--- src/rtl/pattern_filler_pkg.sv ---
// pattern_filler_pkg -- shared definitions for the pattern_filler slice.
//   mode_e        : per-channel pattern mode encoding (matches cfg_mode)
//   fmt_shift()   : left-justification shift used to format data_word
//   rst_mode()    : reset-default mode for a channel index
//   rst_value()   : reset-default value for a channel index
// WALK mode is only implemented when PATTERN_FILLER_WALK_EN is defined.
package pattern_filler_pkg;

  typedef enum logic [1:0] {
    MODE_CONST = 2'd0,
    MODE_UP    = 2'd1,
    MODE_DOWN  = 2'd2,
    MODE_WALK  = 2'd3
  } mode_e;

  // data_word carries one zero bit above the value.
  localparam int unsigned FMT_MSB_ZEROS = 1;

  // Number of zero bits below the value in data_word.
  function automatic int unsigned fmt_shift(input int unsigned word_w,
                                            input int unsigned data_w);
    return word_w - FMT_MSB_ZEROS - data_w;
  endfunction

  function automatic mode_e rst_mode(input int unsigned ch);
    case (ch)
      0:       return MODE_UP;
      1:       return MODE_DOWN;
      default: return MODE_CONST;
    endcase
  endfunction

  function automatic int unsigned rst_value(input int unsigned ch);
    case (ch)
      2:       return 111;
      3:       return 222;
      default: return 0;
    endcase
  endfunction

endpackage

--- src/rtl/pattern_filler_chan.sv ---
// pattern_chan -- one pattern channel: mode, value, armed flag, step logic.
//   clk        : clock, rising edge
//   reset      : asynchronous, active-low
//   arm_all    : frame start seen this cycle (arms the channel)
//   access     : this channel is read this cycle
//   cfg_load   : load cfg_mode/cfg_value into this channel
//   cfg_mode   : mode to load
//   cfg_value  : value/seed to load
//   value      : current value (pre-update during the access cycle)
// WALK stepping and the zero-seed fix-up exist only with PATTERN_FILLER_WALK_EN;
// otherwise mode 3 behaves as CONST.
module pattern_chan
  import pattern_filler_pkg::*;
#(
  parameter int unsigned DATA_W    = 8,
  parameter mode_e       RST_MODE  = MODE_CONST,
  parameter int unsigned RST_VALUE = 0
) (
  input  logic              clk,
  input  logic              reset,
  input  logic              arm_all,
  input  logic              access,
  input  logic              cfg_load,
  input  logic [1:0]        cfg_mode,
  input  logic [DATA_W-1:0] cfg_value,
  output logic [DATA_W-1:0] value
);

  localparam logic [DATA_W-1:0] RST_VAL = DATA_W'(RST_VALUE);

  mode_e             mode_q;
  logic              armed;
  logic              armed_eff;
  logic [DATA_W-1:0] step_value;
  mode_e             load_mode;
  logic [DATA_W-1:0] load_value;

  always_comb begin
    // Arming from the frame start applies before the step in the same cycle,
    // so channel 0 steps on its rd_ptr == 0 access.
    armed_eff  = armed | arm_all;
    step_value = value;
    case (mode_q)
      MODE_UP:   step_value = value + DATA_W'(1);
      MODE_DOWN: step_value = value - DATA_W'(1);
`ifdef PATTERN_FILLER_WALK_EN
      MODE_WALK: step_value = {value[DATA_W-2:0], value[DATA_W-1]};
`endif
      default:   step_value = value;
    endcase

    load_mode  = mode_e'(cfg_mode);
    load_value = cfg_value;
`ifdef PATTERN_FILLER_WALK_EN
    // A walking-ones pattern needs a set bit to walk.
    if (load_mode == MODE_WALK && cfg_value == '0)
      load_value = DATA_W'(1);
`endif
  end

  always_ff @(posedge clk or negedge reset) begin
    if (!reset) begin
      mode_q <= RST_MODE;
      value  <= RST_VAL;
      armed  <= 1'b0;
    end else if (cfg_load) begin
      // Configuration overrides any step requested in the same cycle.
      mode_q <= load_mode;
      value  <= load_value;
      armed  <= 1'b0;
    end else if (access && armed_eff) begin
      value  <= step_value;
      armed  <= 1'b0;
    end else begin
      armed  <= armed_eff;
    end
  end

endmodule

--- src/rtl/pattern_filler.sv ---
// pattern_filler -- multi-channel test-pattern word generator.
//   clk        : clock, rising edge
//   reset      : asynchronous, active-low
//   get_word   : request one word this cycle
//   rd_ptr     : word position in frame; low bits select the channel
//   cfg_we     : configuration write strobe
//   cfg_ch     : channel addressed by cfg_we
//   cfg_mode   : 0 CONST, 1 UP, 2 DOWN, 3 WALK
//   cfg_value  : constant/seed value
//   data_word  : {1'b0, value, zeros}, registered
//   data_valid : one-cycle pulse when data_word is updated
// Define PATTERN_FILLER_WALK_EN to build WALK (rotate-left) mode.
module pattern_filler
  import pattern_filler_pkg::*;
#(
  parameter int unsigned WORD_W = 12,
  parameter int unsigned DATA_W = 8,
  parameter int unsigned PTR_W  = 8,
  parameter int unsigned CH_N   = 4
) (
  input  logic                    clk,
  input  logic                    reset,
  input  logic                    get_word,
  input  logic [PTR_W-1:0]        rd_ptr,
  input  logic                    cfg_we,
  input  logic [$clog2(CH_N)-1:0] cfg_ch,
  input  logic [1:0]              cfg_mode,
  input  logic [DATA_W-1:0]       cfg_value,
  output logic [WORD_W-1:0]       data_word,
  output logic                    data_valid
);

  localparam int unsigned CH_W  = $clog2(CH_N);
  localparam int unsigned SHIFT = fmt_shift(WORD_W, DATA_W);

  logic [CH_W-1:0]   sel;
  logic              arm_all;
  logic [DATA_W-1:0] chan_value [CH_N];

  assign sel     = rd_ptr[CH_W-1:0];
  assign arm_all = get_word && (rd_ptr == '0);

  for (genvar i = 0; i < CH_N; i++) begin : g_chan
    pattern_chan #(
      .DATA_W    (DATA_W),
      .RST_MODE  (rst_mode(i)),
      .RST_VALUE (rst_value(i))
    ) u_chan (
      .clk       (clk),
      .reset     (reset),
      .arm_all   (arm_all),
      .access    (get_word && (sel == CH_W'(i))),
      .cfg_load  (cfg_we && (cfg_ch == CH_W'(i))),
      .cfg_mode  (cfg_mode),
      .cfg_value (cfg_value),
      .value     (chan_value[i])
    );
  end

  // chan_value is the pre-update value, so an access sees the old value and
  // any step/config lands on the next access.
  always_ff @(posedge clk or negedge reset) begin
    if (!reset) begin
      data_word  <= '0;
      data_valid <= 1'b0;
    end else begin
      data_valid <= get_word;
      if (get_word)
        data_word <= WORD_W'(chan_value[sel]) << SHIFT;
    end
  end

endmodule
--- config.mk ---
export PLATFORM = sky130hd
export DESIGN_NAME = pattern_filler
export DESIGN_NICKNAME = d
export VERILOG_FILES = /design/src/rtl/pattern_filler_pkg.sv /design/src/rtl/pattern_filler_chan.sv /design/src/rtl/pattern_filler.sv
export SDC_FILE = /design/constraint.sdc
export NUM_CORES = 1
export LEC_CHECK = 0
export CORE_ASPECT_RATIO = 0.8
export CORE_MARGIN = 2
export CORE_UTILIZATION = 50
export DETAILED_ROUTE_END_ITERATION = 16
export PLACE_DENSITY = 0.86
export RECOVER_POWER = 100
export SYNTH_ARGS = -nofsm -noshare
export SYNTH_HDL_FRONTEND = slang
export SYNTH_HIERARCHICAL = 1
export SYNTH_SLANG_ARGS = --single-unit
--- constraint.sdc ---
create_clock -name clk -period 2.2 [get_ports clk]
set_input_delay 0.22 -clock clk [delete_from_list [all_inputs] [get_ports clk]]
set_output_delay 0.22 -clock clk [all_outputs]
set_load 0.05 [all_outputs]
==> parameters.txt, run 1 <==
Parameter                              Value

Worst setup path
  Critical path data arrival time ... 2.39 ns
  Cell-by-cell listing of the critical path ... or2b_4 > xnor2_2 > ha_2 > or3_1 > nor3_2 > nor3_2 > or3b_4
  Source of the worst register-to-register timing path ... g_chan[1].u_chan/mode_q[1]
  Max Fanout on Critical Path ... 2
  Worst setup path startpoint ... g_chan[1].u_chan/mode_q[1]
  Endpoint type of the worst setup path ... flop
  Reg2reg path depth ... 7
  Peak per-stage delay on the critical path ... 0.54 ns
  Endpoint required time on the critical path ... 2.40 ns
  Crit path buf inv count ... 0
  Category of cells accounting for the largest share of critical-path delay ... simple AND/OR/NAND/NOR gates
  Worst setup path class ... flop to flop
  Worst setup endpoint ... g_chan[1].u_chan/value[6]
  Dominant cell type by count on the critical path ... sky130_fd_sc_hd__nor3_2
  Slowest stage cell, crit path ... sky130_fd_sc_hd__dfstp_2
  Setup slack of the worst register-to-register path ... 0.007 ns
  Number of stages on the worst setup path ... 7
  Critical path startpoint category ... flop
  Worst R2R End ... g_chan[1].u_chan/value[6]

Timing
  Tcrit/Tclk final ... 99.7%
  Unrepaired setup endpoints after global routing ... true
  Largest clock skew in the final design ... 0.00384 ns
  Total Neg Setup Slack ... 0 ns
  Worst relative slew slack ... 7.92%
  Number of failing hold endpoints at the final stage ... 0
  Final period demand of the worst path ... 2.19 ns
  Transition time at the pin with the least slew margin ... 1.38 ns
  Fmax ... 0.456 GHz
  Setup violations, final ... 0
  Number of slew-limit violations in the final report ... 0

Flow run
  Max Cap Viol ... 0

Die
  Initial core utilization ... 51.9%
  Die X ... 102 um
  Die Ht ... 82.6 um
  Total I/O pin count ... 37
  Std-Cell Rows ... 28
  Area inside the core boundary ... 7430 um2
  Full die area ... 8440 um2

CTS
  Clock tree from TritonCTS ... done
  Clock slew at reported path FFs ... 0.10 ns
  Clock latency at the later pin of the worst-skew pair ... 0.31 ns
  CTS Buf Count ... 5
  Clock sink count ... 53
  Buffer cell driving the clock tree root ... sky130_fd_sc_hd__clkbuf_8
  CTS Buffer Depth ... 2
  Number of H-tree levels ... 2

Pwr
  Worst supply voltage drop on vdd ... 0.000328 V
  Cell leakage power ... 1.75 nW
  Power per Cell Area ... 602 nW/um2

Placement
  DP Wirelength ... 7.89 mm
  Instance count after placement with tap cells included ... 583
  Placer's final routability congestion estimate ... 0.919
  Total of buffers placed on input and output ports ... 32
  Area of placed instances ... 4500 um2

Synth
  Async SR Flop Fraction ... 100%
  Area share of the largest cell type after synthesis ... 25.3%
  Distinct cell type count after synthesis ... 45
  Mean area per synthesized cell ... 9.10 um2
  Synth Instances ... 424
  Sequential area share after synthesis ... 34.8%
  Leading cell types by total area after synthesis ... sky130_fd_sc_hd__dfrtp_1 25%, sky130_fd_sc_hd__dfstp_2 9.5%, sky130_fd_sc_hd__nand2_1 5.0%
  Netlist area before placement ... 3860 um2
  Cell type with the largest total area after synthesis ... sky130_fd_sc_hd__dfrtp_1
  Number of warnings reported in the yosys synthesis log ... 6
  Number of storage elements in the synthesis netlist ... 53
  Flip-flop cell with the highest count after synthesis ... sky130_fd_sc_hd__dfrtp_1
  Number of flops mapped to enable cells by yosys ... 0

Cells and area
  Antenna Diode Count ... 0
  Final-layout fill cell count ... 590
  Final cell count without fillers ... 603
  Most frequent standard cell in the layout excluding fill and tap cells ... sky130_fd_sc_hd__nand2_1
  Layout Nets ... 525
  Proportion of layout cells with a drive suffix above 1 ... 26.1%
  Commonest non-fill, non-tap cells in the layout ... 51 x sky130_fd_sc_hd__nand2_1, 42 x sky130_fd_sc_hd__buf_4, 39 x sky130_fd_sc_hd__dfrtp_1, 27 x sky130_fd_sc_hd__nor2_1, 19 x sky130_fd_sc_hd__or3_1
  Area growth, synth to finish ... 23.0%
  Final Instance Area ... 4740 um2

Status
  Result of the run ... finished, final reports clean

Global route
  Overall fraction of global-route tracks in use ... 28.1%
  Initial antenna violation count ... 0
  Maximum number of pins on one net before global-route repair ... 54
  Number of global-route vias before repair ... 3,713
  Final global-route overflow total ... 0
  Wire length of the first global-routing pass ... 18.1 mm

Route
  DRC violation count after routing ... 0
  Routed vias ... 3,794
  Vias per std cell ... 6.29
  Routed Antenna Nets ... 0
  Routed WL ... 11.7 mm
  Iter 0 DRT Violations ... 278
  WL/cell ... 19.3 um
  Total iterations of the first detailed-routing run ... 7

Worst hold path
  HP Class ... primary input to flop
## worst reg2reg max path: stages, from the launching register on
cell,delay (ns)
sky130_fd_sc_hd__dfstp_2,0.54
sky130_fd_sc_hd__or2b_4,0.27
sky130_fd_sc_hd__xnor2_2,0.14
sky130_fd_sc_hd__ha_2,0.19
sky130_fd_sc_hd__or3_1,0.32
sky130_fd_sc_hd__nor3_2,0.19
sky130_fd_sc_hd__nor3_2,0.06
sky130_fd_sc_hd__or3b_4,0.36
## logic make-up (layout without fill, tap and decap cells)
family / Yosys count / after routing / share of synthesized area, %
flops: 53 / 53 / 34.8
xor+xnor: 12 / 12 / 2.72
simple gates: 212 / 212 / 31.0
fa+ha+maj: 4 / 4 / 1.30
mux: 25 / 25 / 7.23
buf+inv: 28 / 99 / 5.48
compound gates: 89 / 89 / 17.3
other cells: 1 / 4 / 0.0972
## synth_stat cells, types with 5 or more instances
| cell | count |
|---|---|
| sky130_fd_sc_hd__nand2_1 | 51 |
| sky130_fd_sc_hd__dfrtp_1 | 39 |
| sky130_fd_sc_hd__nor2_1 | 31 |
| sky130_fd_sc_hd__o21ai_0 | 29 |
| sky130_fd_sc_hd__nor3_1 | 24 |
| sky130_fd_sc_hd__or3_1 | 20 |
| sky130_fd_sc_hd__o211ai_1 | 16 |
| sky130_fd_sc_hd__dfstp_2 | 14 |
| sky130_fd_sc_hd__mux2i_1 | 14 |
| sky130_fd_sc_hd__nand3_1 | 12 |
| sky130_fd_sc_hd__nand4_1 | 12 |
| sky130_fd_sc_hd__xnor2_1 | 12 |
| sky130_fd_sc_hd__a21oi_1 | 11 |
| sky130_fd_sc_hd__buf_6 | 11 |
| sky130_fd_sc_hd__mux2_2 | 9 |
| sky130_fd_sc_hd__a2111o_1 | 8 |
| sky130_fd_sc_hd__nor4b_1 | 8 |
| sky130_fd_sc_hd__or2_2 | 8 |
| sky130_fd_sc_hd__or3b_2 | 8 |
| sky130_fd_sc_hd__nor3b_1 | 7 |
| sky130_fd_sc_hd__a21o_1 | 6 |
| sky130_fd_sc_hd__o22ai_1 | 6 |
| sky130_fd_sc_hd__buf_4 | 5 |
| sky130_fd_sc_hd__inv_1 | 5 |
| sky130_fd_sc_hd__or3b_1 | 5 |
## power by group
part | switching, mW | leakage [nW] | internal, mW
registers | 0.133 | 0.573 | 1.10
logic | 0.567 | 1.12 | 0.434
clock network | 0.339 | 0.0542 | 0.286
total | 1.04 | 1.75 | 1.82
## metrics by stage
| step | setup slack [ns] | power, mW | util (%) | hold WS (ns) |
|---|---|---|---|---|
| global route | -0.0494 | 3.00 | 63.9 | 0.332 |
| CTS | -0.0701 | 2.83 | 64.2 | 0.441 |
| detailed placement | -0.464 | 2.18 | 60.6 | 0.239 |
| global placement | -0.366 | 2.13 | 60.6 | 0.235 |
| finish | 0.00677 | 2.86 | 63.9 | 0.338 |
| floorplan | -0.130 | 1.83 | - | -0.0756 |
## worst min path at each step
| stage | slack (ns) | end | start | cells past startpoint |
|---|---|---|---|---|
| floorplan | -0.08 | data_valid | reset | 0 |
| global placement | 0.24 | g_chan[0].u_chan/value[4] | reset | 2 |
| detailed placement | 0.24 | g_chan[0].u_chan/value[2] | reset | 2 |
| CTS | 0.44 | g_chan[1].u_chan/value[1] | reset | 3 |
| global route | 0.33 | data_valid | get_word | 2 |
| finish | 0.34 | data_valid | get_word | 2 |
## cell type report
cell class	count	area [um2]	area share [%]
Clock buffer	7	96.3	2.03
Clock inverter	1	5.00	0.106
Inverter	5	18.8	0.396
Multi-Input combinational cell	346	2440	51.5
Sequential cell	53	1340	28.3
Tap cell	105	131	2.77
Timing Repair Buffer	86	703	14.8
## what timing repair did
item,CTS,global route
pin swaps,25,10
endpoints found under the setup margin,16,9
endpoints found under the hold margin,39,0
buffers inserted,9,2
gates resized for setup,27,15
hold buffers,1,0
## state kept, by name (all words and copies together), names as in the netlist
register              cells
data_valid                1
g_chan.u_chan/armed       4
g_chan.u_chan/mode_q      8
g_chan.u_chan/value      32
data_word                 8
## layer usage
metal | wire, um | part of all wire (%) | GRT usage [%]
met1 | 4610 | 40 | 35.2
met2 | 5550 | 48 | 47.4
met3 | 1030 | 8.9 | 6.06
met4 | 457 | 3.9 | 11.9
met5 | 0 | 0 | 0
(Power assumes the default switching activity.)
==> run 2: changes to the inputs <==
--- a/config.mk
+++ b/config.mk
@@ -15,3 +15,4 @@
 export SYNTH_HDL_FRONTEND = slang
 export SYNTH_HIERARCHICAL = 1
 export SYNTH_SLANG_ARGS = --single-unit
+export TNS_END_PERCENT = 100
==> results of run 2 <==
Same layout as run 1: the final DEF is identical, and so are final timing and power.
==> run 3: changes to the inputs <==
--- a/config.mk
+++ b/config.mk
@@ -9,10 +9,10 @@
 export CORE_MARGIN = 2
 export CORE_UTILIZATION = 50
 export DETAILED_ROUTE_END_ITERATION = 16
-export PLACE_DENSITY = 0.86
+export PLACE_DENSITY = 0.83
 export RECOVER_POWER = 100
+export SLEW_MARGIN = 0
 export SYNTH_ARGS = -nofsm -noshare
 export SYNTH_HDL_FRONTEND = slang
-export SYNTH_HIERARCHICAL = 1
 export SYNTH_SLANG_ARGS = --single-unit
 export TNS_END_PERCENT = 100
==> constraint.sdc (replaced) <==
create_clock -name clk -period 2.17 [get_ports clk]
set_input_delay 0.217 -clock clk [delete_from_list [all_inputs] [get_ports clk]]
set_output_delay 0.217 -clock clk [all_outputs]
set_load 0.05 [all_outputs]
==> parameters.txt, run 3 <==
Parameter                              Value

Die
  Std-Cell Rows ... 29
  Initial core utilization ... 52.3%
  Area inside the core boundary ... 8060 um2
  Die Ht ... 86.1 um
  Full die area ... 9170 um2
  Total I/O pin count ... 37
  Die X ... 107 um

Cells and area
  Final Instance Area ... 5140 um2
  Most frequent standard cell in the layout excluding fill and tap cells ... sky130_fd_sc_hd__nand2_1
  Largest registers ... g_chan.u_chan.value x32, data_word x8, g_chan.u_chan.mode_q x8
  Largest reg by FF count ... g_chan.u_chan.value
  Final cell count without fillers ... 646
  Layout Nets ... 573
  Area growth, synth to finish ... 22.1%
  Share of the core filled with cells ... 63.8%
  Proportion of layout cells with a drive suffix above 1 ... 24.9%
  Flip-flop count of the largest register, all copies and words added ... 32
  Antenna Diode Count ... 0
  Commonest non-fill, non-tap cells in the layout ... 55 x sky130_fd_sc_hd__nand2_1, 40 x sky130_fd_sc_hd__buf_4, 39 x sky130_fd_sc_hd__dfrtp_1

Timing
  Worst hold slack after final layout ... 0.507 ns
  Slack of the critical path ... -0.0638 ns
  Unrepaired setup endpoints after global routing ... true
  Setup violations, final ... 5
  Largest clock skew in the final design ... 0.00969 ns
  Number of failing hold endpoints at the final stage ... 0
  Worst relative slew slack ... 10.5%
  Transition time at the pin with the least slew margin ... 1.34 ns
  Total Neg Setup Slack ... -0.190 ns
  Number of slew-limit violations in the final report ... 0
  Tcrit/Tclk final ... 103%
  Fmax ... 0.448 GHz
  Final period demand of the worst path ... 2.23 ns

Synth
  Number of flops mapped to enable cells by yosys ... 0
  Distinct cell type count after synthesis ... 72
  Synth Instances ... 488
  Number of storage elements in the synthesis netlist ... 53
  Netlist area before placement ... 4210 um2
  Number of warnings reported in the yosys synthesis log ... 0
  Area share of the largest cell type after synthesis ... 23.2%
  Leading cell types by total area after synthesis ... sky130_fd_sc_hd__dfrtp_1 23%, sky130_fd_sc_hd__dfstp_2 8.7%, sky130_fd_sc_hd__o21ai_0 5.1%
  Commonest cells in the netlist ... 56 x sky130_fd_sc_hd__nand2_1, 43 x sky130_fd_sc_hd__o21ai_0, 39 x sky130_fd_sc_hd__dfrtp_1
  Flip-flop cell with the highest count after synthesis ... sky130_fd_sc_hd__dfrtp_1
  Async SR Flop Fraction ... 100%
  Sequential area share after synthesis ... 31.9%
  Top-count cell post-synth ... sky130_fd_sc_hd__nand2_1
  Mean area per synthesized cell ... 8.63 um2
  Cell type with the largest total area after synthesis ... sky130_fd_sc_hd__dfrtp_1

Flow run
  Max Cap Viol ... 0

Route
  Vias per std cell ... 6.21
  Total iterations of the first detailed-routing run ... 6
  Iter 0 DRT Violations ... 322
  DRC violation count after routing ... 0
  Routed vias ... 4,014
  Routed WL ... 12.3 mm
  Routed Antenna Nets ... 0
  WL/cell ... 19.0 um

Worst setup path
  Source of the worst register-to-register timing path ... g_chan[1].u_chan.mode_q[1]
  Endpoint required time on the critical path ... 2.36 ns
  Critical path startpoint category ... flop
  Setup slack of the worst register-to-register path ... -0.06 ns
  Worst setup path startpoint ... g_chan[1].u_chan.mode_q[1]
  Endpoint type of the worst setup path ... flop
  Critical path data arrival time ... 2.43 ns
  Worst setup path class ... flop to flop
  Max Fanout on Critical Path ... 3

CTS
  Buffer cell driving the clock tree root ... sky130_fd_sc_hd__clkbuf_8
  Clock slew at reported path FFs ... 0.10 ns
  CTS Buf Count ... 5
  Clock sink count ... 53
  Clock tree from TritonCTS ... done
  Clock latency at the later pin of the worst-skew pair ... 0.32 ns
  CTS Buffer Depth ... 2
  Number of H-tree levels ... 2

Pwr
  Cell leakage power ... 1.98 nW
  Worst supply voltage drop on vdd ... 0.000551 V
  Power share of the clock group ... 18.0%
  Power per Cell Area ... 784 nW/um2
  Design internal power ... 2.39 mW
  Net switching component of the power ... 1.63 mW
  Power share of the sequential group ... 37.8%
  Switch share ... 40.6%
  Combinational group share of total power ... 44.2%
  Overall power of the completed layout ... 4.03 mW

Global route
  Initial antenna violation count ... 0
  Final global-route overflow total ... 0
  Maximum number of pins on one net before global-route repair ... 54
  Wire length of the first global-routing pass ... 19.1 mm
  Overall fraction of global-route tracks in use ... 26.9%
  Number of global-route vias before repair ... 3,782

Status
  Failing checks ... negative setup slack
  Result of the run ... complete, but fails checks

Placement
  Area of placed instances ... 4830 um2
  Instance count after placement with tap cells included ... 628
  Worst setup timing slack at the placement stage ... -0.113 ns
  Total of buffers placed on input and output ports ... 32
  DP Wirelength ... 8.74 mm
  Placer's final routability congestion estimate ... 0.968

Worst hold path
  Hold wc startpoint ... data_word[10]
  HP Class ... flop to flop
-- run 3: changes by cell type after synthesis, sizes merged, moves of 8 or more --
cell	delta
or2	-8
xnor2	+9
ha	+8
or3b	-15
or3	-17
xor2	+11
nor3	-15
a21oi	+19
inv	+13
a2111o	-8
o21ai	+18
clkbuf	+26
o211ai	-13
-- run 3: repair_timing --
action,4_1_cts,5_1_grt
hold endpoints to repair,39,0
buffers inserted,0,9
resized for setup,8,36
hold buffers,1,0
pin swaps,6,17
endpoints found under the setup margin,8,16
-- run 3: layout make-up --
class / count / area [um2]
Multi-Input combinational cell: 376 / 2790
Fill cell: 688 / 2920
Clock buffer: 7 / 86.3
Timing Repair Buffer: 82 / 682
Tap cell: 108 / 135
Clock inverter: 1 / 30.0
Sequential cell: 53 / 1340
Inverter: 19 / 71.3
-- run 3: routing by layer --
layer	GRT usage [%]	vias up	share of wire, %
met5	0	-	0
met4	11.8	0	3.0
met3	4.10	34	9.2
met2	41.6	200	46
met1	37.7	1932	41
li1	-	1848	-
-- run 3: logic make-up after synthesis --
| group | share of synthesized area [%] |
|---|---|
| AO/OA/AOI/OAI | 19.6 |
| XOR/XNOR | 6.66 |
| adder cells (fa/ha/maj) | 3.57 |
| buffers and inverters | 6.57 |
| flip-flops | 31.9 |
| multiplexers | 9.69 |
| other | 0.0891 |
| AND/OR/NAND/NOR | 21.9 |
-- run 3: path summary, 6_finish.rpt --
path / endpoint / cells after the start
worst min-delay path: data_word[10] / 1
worst max register to register: g_chan[1].u_chan.value[6] / 9
max in group asynchronous: g_chan[2].u_chan.mode_q[1] / 3
worst min register to register: data_word[10] / 1
worst max-delay path: g_chan[1].u_chan.value[6] / 9
min in group asynchronous: data_word[10] / 3
-- run 3: power groups by stage --
stage	registers (mW)	logic (mW)	clock network [mW]
4_1_cts	1.51	1.65	0.734
6_report	1.52	1.78	0.726
2_1_floorplan	1.49	1.13	0
3_5_place_dp	1.52	1.62	0
5_1_grt	1.55	1.92	0.770
3_3_place_gp	1.50	1.56	0
-- run 3: worst max-delay path, cell delays in order (launching register included) --
cell	delay, ns
sky130_fd_sc_hd__dfstp_2	0.57
sky130_fd_sc_hd__ha_4	0.14
sky130_fd_sc_hd__xor2_1	0.14
sky130_fd_sc_hd__ha_2	0.21
sky130_fd_sc_hd__and3b_1	0.18
sky130_fd_sc_hd__o21ai_2	0.09
sky130_fd_sc_hd__a211o_1	0.34
sky130_fd_sc_hd__a31oi_2	0.20
sky130_fd_sc_hd__xnor2_1	0.14
sky130_fd_sc_hd__o21ai_1	0.09
